`config.mk`:
```
export PLATFORM = sky130hd
export DESIGN_NAME = alu_iter_seq
export DESIGN_NICKNAME = d
export VERILOG_FILES = /design/src/rtl/alu_iter_seq.sv
export SDC_FILE = /design/constraint.sdc
export NUM_CORES = 1
export LEC_CHECK = 0
export CORE_MARGIN = 8
export CORE_UTILIZATION = 55
export DETAILED_ROUTE_END_ITERATION = 6
export GPL_TIMING_DRIVEN = 0
export PLACE_DENSITY_LB_ADDON = 0.25
export SYNTH_ARGS = -nofsm -noshare
export SYNTH_HDL_FRONTEND = slang
export SYNTH_SLANG_ARGS = --single-unit
```
`constraint.sdc`:
```
create_clock -name clk -period 4 [get_ports clk]
set_input_delay 0.8 -clock clk [delete_from_list [all_inputs] [get_ports clk]]
set_output_delay 0.8 -clock clk [all_outputs]
set_load 0.005 [all_outputs]
```
`src/rtl/alu_iter_seq.sv`:
```
// Iterative 16-bit multiply / restoring divide built on a shared single-cycle ALU.
// Each RUN cycle issues one ALU op; results land in res_q/res_r on the RUN->DONE edge.
module alu_iter_seq (
    input  logic        clk,
    input  logic        rst_n,
    input  logic        start,
    input  logic        op,
    input  logic [15:0] opa,
    input  logic [15:0] opb,
    output logic        busy,
    output logic        done,
    output logic        err,
    output logic [15:0] res_q,
    output logic [15:0] res_r,
    output logic [15:0] alu_a,
    output logic [15:0] alu_b,
    output logic [2:0]  alu_ctrl,
    input  logic [15:0] alu_result,
    input  logic        alu_zero,
    input  logic        alu_lt
);
    typedef enum logic [1:0] {IDLE = 2'd0, RUN = 2'd1, DONE = 2'd2} state_t;

    localparam logic [2:0] ALU_ADD  = 3'b000;
    localparam logic [2:0] ALU_SUB  = 3'b001;
    localparam logic [2:0] ALU_PASS = 3'b111;

    state_t      state, state_nx;
    logic        op_r;
    logic [3:0]  cnt;
    logic [15:0] acc;   // product accumulator, or partial remainder when dividing
    logic [15:0] m;     // shifted multiplicand, or divisor
    logic [15:0] q;     // multiplier bits, or dividend bits becoming quotient
    logic [15:0] acc_nx, m_nx, q_nx, rem_sh;
    logic        div_err;
    logic        unused_zero;

    assign unused_zero = alu_zero;
    assign div_err     = op && ((opb == 16'd0) || opb[15]);
    assign rem_sh      = {acc[14:0], q[15]};

    always_ff @(posedge clk or negedge rst_n) begin
        if (!rst_n) state <= IDLE;
        else        state <= state_nx;
    end

    always_comb begin
        state_nx = state;
        case (state)
            IDLE:    if (start) state_nx = div_err ? DONE : RUN;
            RUN:     if (cnt == 4'd15) state_nx = DONE;
            DONE:    state_nx = IDLE;
            default: state_nx = IDLE;
        endcase
    end

    always_comb begin
        busy     = (state != IDLE);
        done     = (state == DONE);
        alu_ctrl = ALU_PASS;
        alu_a    = 16'd0;
        alu_b    = 16'd0;
        if (state == RUN) begin
            alu_ctrl = op_r ? ALU_SUB : ALU_ADD;
            alu_a    = m;
            alu_b    = op_r ? rem_sh : acc;
        end
    end

    // One iteration of shift-add multiply or restoring divide
    always_comb begin
        acc_nx = acc;
        m_nx   = m;
        q_nx   = q;
        if (!op_r) begin
            if (q[0]) acc_nx = alu_result;
            m_nx = m << 1;
            q_nx = q >> 1;
        end else if (!alu_lt) begin
            acc_nx = alu_result;
            q_nx   = {q[14:0], 1'b1};
        end else begin
            acc_nx = rem_sh;
            q_nx   = {q[14:0], 1'b0};
        end
    end

    always_ff @(posedge clk or negedge rst_n) begin
        if (!rst_n) begin
            op_r  <= 1'b0;
            cnt   <= 4'd0;
            acc   <= 16'd0;
            m     <= 16'd0;
            q     <= 16'd0;
            err   <= 1'b0;
            res_q <= 16'd0;
            res_r <= 16'd0;
        end else begin
            case (state)
                IDLE: if (start) begin
                    op_r <= op;
                    cnt  <= 4'd0;
                    acc  <= 16'd0;
                    if (div_err) begin
                        err   <= 1'b1;
                        res_q <= 16'hFFFF;
                        res_r <= opa;
                    end else begin
                        m <= op ? opb : opa;
                        q <= op ? opa : opb;
                    end
                end
                RUN: begin
                    cnt <= cnt + 4'd1;
                    acc <= acc_nx;
                    m   <= m_nx;
                    q   <= q_nx;
                    if (cnt == 4'd15) begin
                        err   <= 1'b0;
                        res_q <= op_r ? q_nx : acc_nx;
                        res_r <= op_r ? acc_nx : 16'd0;
                    end
                end
                default: ;
            endcase
        end
    end
endmodule

```
==> run metrics <==
status finished clean; CTS root buf clkbuf_8; WP data arrival roughly 3.0 ns; Final GP Congestion ~0.97; max incr delay on CP 0.50 ns; Most used DFF post-synth dfrtp_1; Initial Util between 50% and 60%; CTS tree yes; placeable core area approximately 9600 sq um; Post-CTS Setup Repair Bufs 0; mapped cell area about 5300 sq um; layout cells sized above 1 about 15%; Synth Area in Adders 0.234%; drt drc 0; Max IR drop VDD ~420 uV; GRT Total Usage between 20 and 30%; Routed Antenna Nets 0; Least-Margin Pin Slew around 0.77 ns; Util after Layout about 72%; register area around 2200 sq um; fill count approximately 750; cell type with the largest total area after synthesis dfrtp_1; drt total wl around 17000 um; CP endpoint kind output pin; via/cell ratio about 6; PnR Total Power 5.50 mW; clk slew on worst S/H paths approximately 0.090 ns; number of diodes 0; die extent in y roughly 110 um; critical-path cell list nor2b_2 > clkbuf_1 > buf_2 > clkbuf_1 > and2_1 > clkdlybuf4s50_1; vias roughly 5000; largest family of logic cells by synthesized area multiplexers; DIE WIDTH about 110 um; complex-gate fraction of the synthesized area 20.0%; post-synthesis sequential area ratio 41.2%; Syn-to-layout area delta 29.7%; Hold Path Class in2async; first-pass GRT wire length 27800 um; worst skew pair latency about 0.37 ns; Syn Inst Count approximately 550; XOR/XNOR Fraction of Synth Area 0%; Period minus WS final 3.83 ns; Final #Nets between 700 and 800; post-synthesis mux area share between 20% and 30%; antenna violations before repair 0; top cell type's share of synthesized area around two fifths; cell family with the largest share of critical-path delay buffers and inverters; Post-Route Skew approximately 0.0055 ns; TritonCTS Buffers 9; grt total ovfl 0; footprint of the multi-input gates between 2000 and 3000 sq um; Syn Area/Cell 9.77 sq um; CP Class reg2out; Final Max Slew Viols 0; Yosys reg bits about 90; internal reg-to-reg setup slack ~1.7 ns; asr flop ratio synth 100%; critical path peak fanout 10; CTS H-tree depth 3; Crit-path slowest cell clkdlybuf4s50_1; HPWL Detailed around 13000 um; vias in the first global route around 5200; hold slack 0.382 ns; Post-Synth Simple-Gate Area between 10% and 20%; Core Rows 36; IO buf count between 100 and 150; Final Hold Fails 0; # Max-Cap Violations 0; Unique masters post-synth 40; critical path's most frequent cell clkbuf_1; most frequent cells in the layout clkdlybuf4s50_1 (119), dfrtp_1 (88), mux2_2 (69); Synth area leaders dfrtp_1 (41%), mux2_2 (15%), mux2i_1 (8.1%); fin crit share between 90% and 100%; Post-synth EDFFs 0; IO Count approximately 120; CTS max path bufs 2; initial DRC count between 500 and 600; post-CTS sizing 0; pwr/cell area about 800 nW/um^2; Rel. slew slack 48.3%; Routed wire per std cell 21.2 um; commonest non-fill, non-tap cell in the layout clkdlybuf4s50_1; WP data required roughly 3.2 ns; CTS Sinks a little under 90; leakage ~2.9 nW; CP Launch Type flop; RSZ-0062 raised after global routing false; drt first pass iters 5; Final Setup Violations 0; crit path buf inv count 4; syn nets around 600; largest net degree at the start of global routing 54; timing-limited maximum frequency 261 MHz; Syn. warnings 0; cts hold-fix bufs 0; Die ar. between 10000 and 15000 sq um
## Yosys cell counts, types with 3 or more instances
cell type and instances:
o21ai_0 57, a2bb2oi_1 15, mux2_2 69, inv_1 6
a221oi_1 15, and2_1 15, clkbuf_1 30, a22oi_1 6
o21bai_1 15, nand2b_1 16, nor2b_1 5, nand3_1 10
mux2i_1 43, a21oi_1 33, nor2_1 27, nand2_1 53
buf_4 3, a22o_1 3, o2bb2ai_1 8, dfrtp_1 88
buf_2 6, buf_1 3
## through the flow
step	instance area, sq um	TNS (ns)	setup slack, ns	std cells
finish	6930	0	0.170	817
global route	6930	0	0.00225	817
CTS	6930	0	0.00452	817
detailed placement	6740	0	0.406	801
global placement	6710	-91.47	-1.05	800
floorplan	5350	0	1.49	547
## path summary, 6_finish.rpt
check	startpoint	end	depth (start not counted)
worst max-delay path	state[0]	alu_a[14]	6
worst min-delay path	rst_n	m[3]	1
worst max register to register	state[1]	m[12]	6
worst min register to register	m[3]	m[3]	1
max in group asynchronous	rst_n	q[11]	2
min in group clk	m[3]	m[3]	1
## final cells by class
cell class              instances  area share [%]
multi-input cells             409            42.2
flip-flops and latches         88            31.8
repair buffers                121            17.7
plain buffers                  44            2.89
well taps                     133            2.40
clock buffers                  11            1.90
clock inverters                 5           0.830
inverters                       6           0.325
## report_power, final
part	internal, mW	switching [mW]	total, mW
registers	1.30	0.320	1.62
logic	1.64	1.62	3.26
clock network	0.290	0.334	0.624
total	3.23	2.27	5.50
## layer usage
metal	global-route usage [%]	share of wire [%]
met5	0	0
met4	13.9	3.7
met3	7.59	9.6
met2	41.6	45
met1	34.5	41
## cell families after synthesis
kind of cell	Yosys count
simple gates	134
flops	88
compound gates	162
mux	112
fa+ha+maj	1
buf+inv	50
## state kept, by name, indices dropped and copies added, names as in the netlist
signal / cells
state: 2
q: 16
res_r: 16
op_r: 1
acc: 16
err: 1
m: 16
res_q: 16
cnt: 4
Note: power is estimated with default switching activity, not from simulation.
